==> src/rtl/gumnut_ctx_stack.sv <==
// Return-address/flag context stack for the Gumnut core (jsb/ret and int/reti frames).
// Define GUMNUT_STACK_OVF_TRAP_EN to drop pushes when full and raise ovf_o; otherwise it wraps circularly.
module gumnut_ctx_stack #(
    parameter int ADDR_W = 12,
    parameter int DEPTH  = 8
) (
    input  logic                       clk_i,
    input  logic                       rst_i,
    input  logic                       push_i,
    input  logic                       pop_i,
    input  logic                       int_i,
    input  logic [ADDR_W-1:0]          pc_i,
    input  logic                       z_i,
    input  logic                       c_i,
    output logic [ADDR_W-1:0]          top_pc_o,
    output logic                       top_z_o,
    output logic                       top_c_o,
    output logic                       top_int_o,
    output logic [$clog2(DEPTH+1)-1:0] level_o,
    output logic                       empty_o,
    output logic                       full_o,
    output logic                       ovf_o,
    output logic                       unf_o,
    output logic                       mismatch_o
);

    localparam int PTR_W = $clog2(DEPTH);
    localparam int LVL_W = $clog2(DEPTH+1);
    localparam int EW    = ADDR_W + 3;

    logic [EW-1:0]    mem [DEPTH];
    logic [PTR_W-1:0] ptr_q;
    logic [LVL_W-1:0] level_q;
    logic [EW-1:0]    top_q;
    logic             unf_q;
    logic             mismatch_q;
    logic             empty;
    logic             full;
    logic [EW-1:0]    new_entry;
    logic [EW-1:0]    below_entry;
    logic             wr_en;
    logic [PTR_W-1:0] wr_addr;

    assign empty       = (level_q == '0);
    assign full        = (level_q == LVL_W'(DEPTH));
    assign new_entry   = {int_i, z_i, c_i, pc_i};
    // ptr_q points at the next free slot, so the entry under the top sits two below it
    assign below_entry = mem[ptr_q - PTR_W'(2)];

    always_comb begin
        wr_en   = 1'b0;
        wr_addr = ptr_q;
        if (push_i && pop_i) begin
            wr_en = 1'b1;
            if (!empty) wr_addr = ptr_q - PTR_W'(1);
        end else if (push_i) begin
`ifdef GUMNUT_STACK_OVF_TRAP_EN
            wr_en = !full;
`else
            wr_en = 1'b1;
`endif
        end
    end

    // Storage is never reset; the top register masks its contents while empty.
    always_ff @(posedge clk_i) begin
        if (wr_en && !rst_i) mem[wr_addr] <= new_entry;
    end

`ifdef GUMNUT_STACK_OVF_TRAP_EN
    logic ovf_q;
`endif

    always_ff @(posedge clk_i) begin
        if (rst_i) begin
            ptr_q      <= '0;
            level_q    <= '0;
            top_q      <= '0;
            unf_q      <= 1'b0;
            mismatch_q <= 1'b0;
`ifdef GUMNUT_STACK_OVF_TRAP_EN
            ovf_q      <= 1'b0;
`endif
        end else if (push_i && pop_i) begin
            top_q <= new_entry;
            if (empty) begin
                ptr_q   <= ptr_q + PTR_W'(1);
                level_q <= level_q + LVL_W'(1);
                unf_q   <= 1'b1;
            end else if (int_i != top_q[EW-1]) begin
                mismatch_q <= 1'b1;
            end
        end else if (push_i) begin
            if (!full) begin
                ptr_q   <= ptr_q + PTR_W'(1);
                level_q <= level_q + LVL_W'(1);
                top_q   <= new_entry;
            end else begin
`ifdef GUMNUT_STACK_OVF_TRAP_EN
                ovf_q <= 1'b1;
`else
                ptr_q <= ptr_q + PTR_W'(1);
                top_q <= new_entry;
`endif
            end
        end else if (pop_i) begin
            if (empty) begin
                unf_q <= 1'b1;
            end else begin
                ptr_q   <= ptr_q - PTR_W'(1);
                level_q <= level_q - LVL_W'(1);
                top_q   <= (level_q == LVL_W'(1)) ? '0 : below_entry;
                if (int_i != top_q[EW-1]) mismatch_q <= 1'b1;
            end
        end
    end

`ifdef GUMNUT_STACK_OVF_TRAP_EN
    assign ovf_o = ovf_q;
`else
    assign ovf_o = 1'b0;
`endif

    assign top_int_o  = top_q[EW-1];
    assign top_z_o    = top_q[EW-2];
    assign top_c_o    = top_q[EW-3];
    assign top_pc_o   = top_q[ADDR_W-1:0];
    assign level_o    = level_q;
    assign empty_o    = empty;
    assign full_o     = full;
    assign unf_o      = unf_q;
    assign mismatch_o = mismatch_q;

endmodule
==> config.mk <==
export PLATFORM = sky130hd
export DESIGN_NAME = gumnut_ctx_stack
export DESIGN_NICKNAME = d
export VERILOG_FILES = /design/src/rtl/gumnut_ctx_stack.sv
export SDC_FILE = /design/constraint.sdc
export NUM_CORES = 1
export LEC_CHECK = 0
export CORE_MARGIN = 10
export CORE_UTILIZATION = 65
export CTS_BUF_LIST = sky130_fd_sc_hd__clkbuf_2 sky130_fd_sc_hd__clkbuf_4 sky130_fd_sc_hd__clkbuf_8
export CTS_CLUSTER_DIAMETER = 80
export DETAILED_ROUTE_END_ITERATION = 7
export MAX_ROUTING_LAYER = met4
export PLACE_DENSITY = 0.89
export SLEW_MARGIN = 15
export SYNTH_ARGS = -nofsm -noshare
export SYNTH_HDL_FRONTEND = slang
export SYNTH_SLANG_ARGS = --single-unit
==> constraint.sdc <==
create_clock -name clk_i -period 4.3 [get_ports clk_i]
set_clock_uncertainty 0.2 [all_clocks]
set_input_delay 0.86 -clock clk_i [delete_from_list [all_inputs] [get_ports clk_i]]
set_output_delay 0.86 -clock clk_i [all_outputs]
set_load 0.03 [all_outputs]
==> results.py <==
metrics = {
    "die": {
        "die_area_mm2": 0.01364,
        "num_rows": 35,
        "die_height_um": 116.8,
        "start_util": 0.6623,
        "core_area_mm2": 0.009196,
        "die_x_um": 116.8,
        "ios": 43,
    },
    "setup_path": {
        "rr_worst_depth": 7,
        "worst_ep_arrival_time_ns": 2.52,
        "cp.required_ns": 3.24,
        "cp_top_family": "buffers and inverters",
        "crit_path_top_delay_cell": "clkdlybuf4s50_1",
        "start_kind": "flip-flop",
        "path_class": "reg -> out",
        "crit_buf_inv": 3,
        "r2r_end": "mem[1][7]",
        "reg2reg_slack_ns": 1.14,
        "reg2reg_from": "level_o[0]",
        "worst-path-max-fanout": 8,
        "critical_path.max_stage_delay_ns": 0.68,
        "worstPathCellList": "inv_1 > ha_1 > or3b_1 > clkinv_8 > clkdlybuf4s50_1",
        "critPathCaptureType": "output port",
    },
    "synth": {
        "synth_area_per_cell_um2": 15.34,
        "mappedNetlistNets": 422,
        "yosysMostFrequentCell": "edfxtp_1",
        "yosysUniqueCellTypes": 46,
        "synth_edf_count": 120,
        "async_flop_share": 0,
        "synth_top_cell_area_share": 0.5916,
        "synthTopCellsByCount": "120 x edfxtp_1, 46 x mux2i_1, 24 x dfxtp_1",
        "syn_area_mm2": 0.006091,
        "ys_ff_latch": 144,
        "yosysSeqAreaShare": 0.6705,
        "ys_warn_count": 0,
        "yosysTopAreaCell": "edfxtp_1",
        "syn_inst": 397,
        "synth_area_leaders": "edfxtp_1 59%, dfxtp_1 7.9%, mux2i_1 7.6%",
        "synth_flop_cell": "edfxtp_1",
    },
    "sta": {
        "tightestPinTransition_ns": 0.7758,
        "setup_viol": 0,
        "tns_ns": 0,
        "rsz0062_at_grt": "false",
        "max_freq_mhz": 279.2,
        "period_share": 0.8330,
        "hold_viol": 0,
        "relSlewSlack": 0.4828,
        "fin_crit_ns": 3.582,
        "slew_viol_final": 0,
    },
    "drt": {
        "vias": 3794,
        "routedWlPerCell_um": 24.94,
        "wl_um": 14240,
        "dr.pass1.iters": 7,
        "drt_iter0_drc": 350,
        "ant_nets": 0,
        "vias_per_cell": 6.644,
        "drc": 0,
    },
    "layout": {
        "drive_gt1_frac": 0.1696,
        "n_fill_cell": 479,
        "area_delta_synth_final_pct": 16.74,
        "final_core_util": 0.7732,
        "fin_nets": 472,
        "diodes": 0,
        "final_area_mm2": 0.007111,
    },
    "placed_design": {
        "placed_area_mm2": 0.006651,
        "routabilityCongestion": 0.8089,
        "io_buffers": 41,
        "dp_hpwl_um": 8590,
    },
    "grt": {
        "grt_pass1_vias": 3934,
        "grt_pass1_wl_um": 21940,
        "grt_max_degree": 37,
        "grt-ovfl-total": 0,
        "antenna_found_initial": 0,
        "grt_usage": 0.2247,
    },
    "clocking": {
        "cts_tree": "yes",
        "ctsHoldBuffers": 0,
        "cts_buffers": 17,
        "max-clock-path-buffers": 2,
        "ctsResizeCount": 0,
        "cts.sinks": 144,
        "clkLatencyLatePin_ns": 0.44,
        "postCtsSetupBuffers": 0,
        "cts_root_buffer": "clkbuf_8",
        "h-tree-depth": 4,
        "path_clk_slew_ns": 0.08,
    },
    "worst_hold_path": {
        "min_to": "unf_o",
        "hold_start": "unf_o",
        "hp-class": "reg -> reg",
        "hold_depth": 2,
    },
    "outcome": {
        "status": "complete, no violations",
    },
    "power": {
        "power_density_mw_per_mm2": 601.3,
        "internal_power_mw": 2.887,
        "pwr-share-comb": 0.301,
        "swShare": 0.3248,
        "power.share.sequential": 0.416,
        "p_sw_mw": 1.389,
        "ir_worst_vdd_uv": 320.8,
        "p_leak_nw": 2.389,
        "power_frac_clock": 0.283,
    },
    "flow_run": {
        "maxCapViolCount": 0,
    },
}
power groups by stage:
| stage | combinational (mW) | clock [mW] | sequential (mW) |
|---|---|---|---|
| floorplan | 0.906 | 0 | 1.81 |
| global placement | 1.21 | 0 | 1.79 |
| detailed placement | 1.25 | 0 | 1.81 |
| CTS | 1.28 | 1.21 | 1.78 |
| global route | 1.38 | 1.27 | 1.79 |
| finish | 1.29 | 1.21 | 1.78 |
worst reg2reg max path: cells and delay by family, from the launching register on:
kind            cells  cell delay, ns
buf+inv             2            0.44
flops               1            0.47
simple gates        3            1.29
fa+ha+maj           1            0.24
compound gates      1            0.20
registers in the layout, summed over array words and instances (netlist names):
register and cells:
top_q 15, mem 120, ptr_q 3, unf_o 1, mismatch_o 1, level_o 4
logic make-up (layout without fill, tap and decap cells):
kind of cell	count (synthesis)	in the layout	synth area share
other	1	1	0.0006157
adder cells (fa/ha/maj)	6	6	0.01233
AND/OR/NAND/NOR	57	57	0.04889
AO/OA/AOI/OAI	78	78	0.1050
XOR/XNOR	5	5	0.009449
multiplexers	56	56	0.1107
flip-flops	144	144	0.6705
buffers and inverters	50	113	0.04252
worst max path at each step:
| stage | start | end | slack [ns] | cells past startpoint |
|---|---|---|---|---|
| 2_1_floorplan | level_o[0] | mem[1][0] | 1.28 | 7 |
| 3_3_place_gp | pop_i | mem[7][11] | 0.95 | 6 |
| 3_5_place_dp | pop_i | mem[1][10] | 0.90 | 6 |
| 4_1_cts | level_o[0] | empty_o | 0.72 | 5 |
| 5_1_grt | level_o[0] | empty_o | 0.61 | 5 |
| 6_report | level_o[0] | empty_o | 0.72 | 5 |
final cells by class:
type,instances,area [um^2],area share
flip-flops and latches,144,4086,0.5747
multi-input cells,203,1748,0.2458
repair buffers,57,575.6,0.08094
clock buffers,23,304.0,0.04276
clock inverters,9,155.1,0.02182
well taps,111,138.9,0.01953
inverters,24,102.6,0.01443
cells in the final DEF (no fill, tap or decap), drive strengths merged, types with 9 or more instances in the layout:
| master | synthesis | routed |
|---|---|---|
| nor2 | 18 | 18 |
| edfxtp | 120 | 120 |
| clkdlybuf4s50 | 0 | 40 |
| a221oi | 23 | 23 |
| buf | 20 | 17 |
| inv | 23 | 23 |
| dfxtp | 24 | 24 |
| mux4 | 9 | 9 |
| mux2i | 46 | 46 |
| o22ai | 9 | 9 |
| nand2 | 11 | 11 |
| clkbuf | 6 | 23 |
| a21oi | 15 | 15 |
| a22oi | 12 | 12 |
stage by stage:
step | std cells | hold WS, ns | power (mW) | setup slack (ns)
after floorplan | 397 | 0.4210 | 2.714 | 1.281
after global placement | 539 | 0.2560 | 3.004 | 0.9523
after detailed placement | 539 | 0.2645 | 3.057 | 0.8998
after CTS | 571 | 0.2873 | 4.271 | 0.7183
after global routing | 571 | 0.3160 | 4.445 | 0.6150
final | 571 | 0.2782 | 4.276 | 0.7181
routing by layer:
layer | global-route usage | routed length, um
met5 | - | 0
met2 | 0.3585 | 7270
met1 | 0.2585 | 5360
met4 | 0.1178 | 419
met3 | 0.05759 | 1192
Note: power is estimated with default switching activity, not from simulation.
